File: src/rtl/pulse_gen_pkg.sv
// Shared definitions for the 8-phase timing-pulse generator.
// Optional feature macro: PULSE_GEN_SELF_CORRECT_EN (uses is_onehot).
package pulse_gen_pkg;

  localparam int unsigned PHASE_CNT = 8;

  typedef logic [PHASE_CNT-1:0] phase_vec_t;

  localparam phase_vec_t PHASE_T0 = 8'b0000_0001;

  // True when exactly one bit of the ring is set (all-zero is not one-hot).
  function automatic logic is_onehot(input phase_vec_t v);
    int unsigned cnt;
    cnt = 0;
    for (int unsigned i = 0; i < PHASE_CNT; i++) begin
      cnt += int'(v[i]);
    end
    return (cnt == 1);
  endfunction

endpackage

File: src/rtl/pulse_gen.sv
// 8-phase beat distributor: one-hot ring register driving strobes T0..T7.
// Optional feature macro: PULSE_GEN_SELF_CORRECT_EN -- when defined, a
// ring that is not one-hot is reloaded with the reset phase on the next edge.
module pulse_gen
  import pulse_gen_pkg::*;
#(
  parameter int unsigned NUM_PHASES  = 8,
  parameter int unsigned RESET_PHASE = 0
) (
  input  logic CLK,
  input  logic CLRn,
  output logic T0,
  output logic T1,
  output logic T2,
  output logic T3,
  output logic T4,
  output logic T5,
  output logic T6,
  output logic T7
);

  // The port list hard-codes eight strobes, so any other ring size is rejected.
  if (NUM_PHASES != PHASE_CNT) begin : g_bad_num_phases
    $error("pulse_gen: NUM_PHASES must be 8");
  end
  if (RESET_PHASE >= PHASE_CNT) begin : g_bad_reset_phase
    $error("pulse_gen: RESET_PHASE must be in 0..7");
  end

  localparam phase_vec_t RESET_VEC = PHASE_T0 << RESET_PHASE;

  phase_vec_t ring_q;
  phase_vec_t ring_d;

  // Next ring value: rotate left by one (T7 wraps to T0).
  always_comb begin
    ring_d = {ring_q[PHASE_CNT-2:0], ring_q[PHASE_CNT-1]};
`ifdef PULSE_GEN_SELF_CORRECT_EN
    if (!is_onehot(ring_q)) begin
      ring_d = RESET_VEC;
    end
`endif
  end

  // Ring register: synchronous active-high clear has priority over rotation.
  always_ff @(posedge CLK) begin
    if (CLRn) begin
      ring_q <= RESET_VEC;
    end else begin
      ring_q <= ring_d;
    end
  end

  assign T0 = ring_q[0];
  assign T1 = ring_q[1];
  assign T2 = ring_q[2];
  assign T3 = ring_q[3];
  assign T4 = ring_q[4];
  assign T5 = ring_q[5];
  assign T6 = ring_q[6];
  assign T7 = ring_q[7];

endmodule

File: config.mk
export PLATFORM = sky130hd
export DESIGN_NAME = pulse_gen
export DESIGN_NICKNAME = d
export VERILOG_FILES = /design/src/rtl/pulse_gen_pkg.sv /design/src/rtl/pulse_gen.sv
export SDC_FILE = /design/constraint.sdc
export NUM_CORES = 1
export LEC_CHECK = 0
export CELL_PAD_IN_SITES_DETAIL_PLACEMENT = 0
export CELL_PAD_IN_SITES_GLOBAL_PLACEMENT = 1
export CORE_AREA = 2 2 39 41
export DETAILED_ROUTE_END_ITERATION = 10
export DIE_AREA = 0 0 41 43
export PLACE_DENSITY = 0.47
export SYNTH_ARGS = -nofsm -noshare
export SYNTH_HDL_FRONTEND = slang
export SYNTH_SLANG_ARGS = --single-unit
export TNS_END_PERCENT = 5
File: constraint.sdc
create_clock -name CLK -period 1 [get_ports CLK]
set_input_delay 0.25 -clock CLK [delete_from_list [all_inputs] [get_ports CLK]]
set_output_delay 0.25 -clock CLK [all_outputs]
set_load 0.02 [all_outputs]
# == Yosys cells after proc, flatten, opt, wreduce, memory -nomap -nowiden ==
# Cells that the tools add are included.
# totals
register_bits,8
output_inout_bits,8

# == Logic depth before layout (Yosys ltp) ==
# depth
ltp_word,0
mapped_depth,1
mapped_depth_nobuf,1

# == Worst setup path after synthesis ==
# OpenSTA, ideal clock, no wires.
# synth_path
path_type,register to register
startpoint,register ring_q[7]
endpoint,register ring_q[0]
setup_time_ns,0.120
arrival_time_ns,0.559
slack_ns,0.321
stages_incl_launch_ff,2
synth_period_minus_slack_ns,0.679
cell_sequence,dfxtp_1 -> or2_1
# synth_rtl
item,line_no,source
"start, declared",pulse_gen.sv:32,phase_vec_t ring_q;
"start signal, assigned",pulse_gen.sv:50,ring_q <= ring_d;
# No word-level cell between the ends.

# == Worst setup path after layout ==
# layout_path
startpoint,register ring_q[4]
endpoint,output T4
# layout_rtl
item,line_no,source
"end, declared",pulse_gen.sv:16,"output logic T4,"
# No word-level cell between the ends.

==> impl_metrics.toml <==
[critical_path]
cp.buffers_inverters = 1
crit_chain = "buf_2"
crit_slowest_cell = "dfxtp_1"
cp-end-kind = "output port"
cp_top_family = "flip-flops"
cp.required_ns = 0.75
crit_path_max_incr_delay_ns = 0.31
start_kind = "register"
crit_fanout = 2
critical_path_class = "register to output port"
cp.arrival_ns = 0.72

[sta]
fin_crit_sh_pct = 96.8
fmax_mhz = 1030
finalSetupViolCount = 0
slew_headroom_pct = 88.6
finClkSkew_ns = 0.00186
grt_setup_unrepaired = "true"
period_needed_ns = 0.968
worstMarginPinSlew_ns = 0.171
hold_viol_final = 0
slew_violations = 0

[global_route]
grt_max_degree = 6
grt_pass1_wl_um = 621
grt_pass1_vias = 142
overflow = 0
antenna_found_initial = 0
grtUsageTotal_pct = 6.55

[clock_tree]
cts_tree = "yes"
cts.sinks = 8
path_clk_slew_ns = 0.05
hold_buffers = 0
root_buffer = "clkbuf_4"
clk_latency_ns = 0.25
h-tree-depth = 1
cts_inserted_buffers = 3
cts_buffer_depth = 2

[synth]
synth_top_area_cell = "dfxtp_1"
synth.top_cell.area_share_pct = 76.2
synth_seq_cells = 8
synth_cells = 16
seq_area_frac_synth_pct = 76.2
synth.cell_area_um2 = 210
ys_types = 3
ys_top_cells_by_area = "dfxtp_1 (76%), nor2b_1 (21%), or2_1 (3.0%)"
yosysWarnings = 0
postSynthAreaPerCell_um2 = 13.1
syn_nets = 18
synth_commonest_cells = "dfxtp_1 (8), nor2b_1 (7), or2_1 (1)"
synth-edff-count = 0
ys.flop_type = "dfxtp_1"
yosysMostFrequentCell = "dfxtp_1"
async_flop_share_pct = 0

[route]
wirelength_um = 427
vias = 155
initialDrtViolationCount = 0
antenna_left = 0
drc = 0
viasPerCell = 3.44
drt_first_pass_iters = 1
routedWlPerCell_um = 9.49

[worst_hold_path]
hold_path.class = "register to register"

[placed_design]
place_congestion = 0.588
dp_hpwl_um = 306
placed_area_um2 = 328
io_buffers = 9
dpl.cell_count = 42

[finish]
final_cell_count_no_fill = 45
largest-register = "ring_q"
top_regs = "ring_q x8"
area_growth_pct = 61.9
final_net_count = 33
final_area_um2 = 340
drive_gt1_share_pct = 55.2
antenna_cells = 0
largest_reg_flops = 8
fill_cells = 152

[power_and_ir_drop]
powerDensity_nw_per_um2 = 1800
fin_total_pwr_w = 0.000614
leakagePower_nw = 0.152
peakVddDrop_mv = 0.412

[die]
std_cell_rows = 14
boundaryPins = 10
coreArea_um2 = 1380
dieWidth_um = 41
die_height_um = 43
start_util_pct = 15.2
die_area_um2 = 1760

[status]
outcome = "completed"

[job]
cap_violations = 0
==> area by class of cell <==
cell class | instances | area, µm² | share of cell area, %
clock buffers | 3 | 22.5 | 6.62
repair buffers | 10 | 82.6 | 24.3
multi-input cells | 8 | 50.0 | 14.7
flip-flops and latches | 8 | 165 | 48.5
well taps | 16 | 20.0 | 5.88
==> through the flow <==
| step | setup TNS, ns | hold WS (ns) | utilization [%] | setup WS, ns |
|---|---|---|---|---|
| after floorplan | 0 | 0.322 | - | 0.321 |
| after global placement | -1.81 | 0.420 | 23.7 | -0.169 |
| after detailed placement | -1.82 | 0.435 | 23.7 | -0.179 |
| after CTS | 0 | 0.432 | 23.0 | 0.00354 |
| after global routing | -0.0108 | 0.475 | 24.6 | -0.00706 |
| final | 0 | 0.434 | 24.6 | 0.0322 |
==> power by group <==
part / switching, W / total [W] / internal, W
Clock: 0.000104 / 0.000240 / 0.000137
Sequential: 0.00000423 / 0.000332 / 0.000328
Combinational: 0.0000197 / 0.0000409 / 0.0000212
==> layer usage <==
metal | wire length (µm) | track usage [%]
met1 | 161 | 5.86
met2 | 217 | 7.19
met3 | 33 | 3.14
met4 | 14 | 12.0
met5 | 0 | 0
==> layout by cell type, fill, tap and decap left out <==
master	count
buf_6	2
dfxtp_1	4
clkbuf_4	3
clkdlybuf4s50_1	1
buf_2	1
buf_4	6
nor2b_1	7
dfxtp_2	4
or2_1	1
==> cells by family after synthesis <==
logic type	count (synthesis)	share of synthesized area, %
flip-flops	8	76.2
AND/OR/NAND/NOR	8	23.8
==> repair_timing <==
item / 4_1_cts / 5_1_grt
buffers inserted: 0 / 0
gates resized for setup: 35 / 10
setup endpoints to repair: 8 / 7
==> final timing paths <==
kind,startpoint,end,slack (ns),cells past startpoint
min,ring_q[7],ring_q[0],0.43,1
max reg2reg,ring_q[7],ring_q[0],0.40,1
min reg2reg,ring_q[7],ring_q[0],0.43,1
max,ring_q[4],T4,0.03,1
No activity file was read; power rests on OpenSTA's default activity.
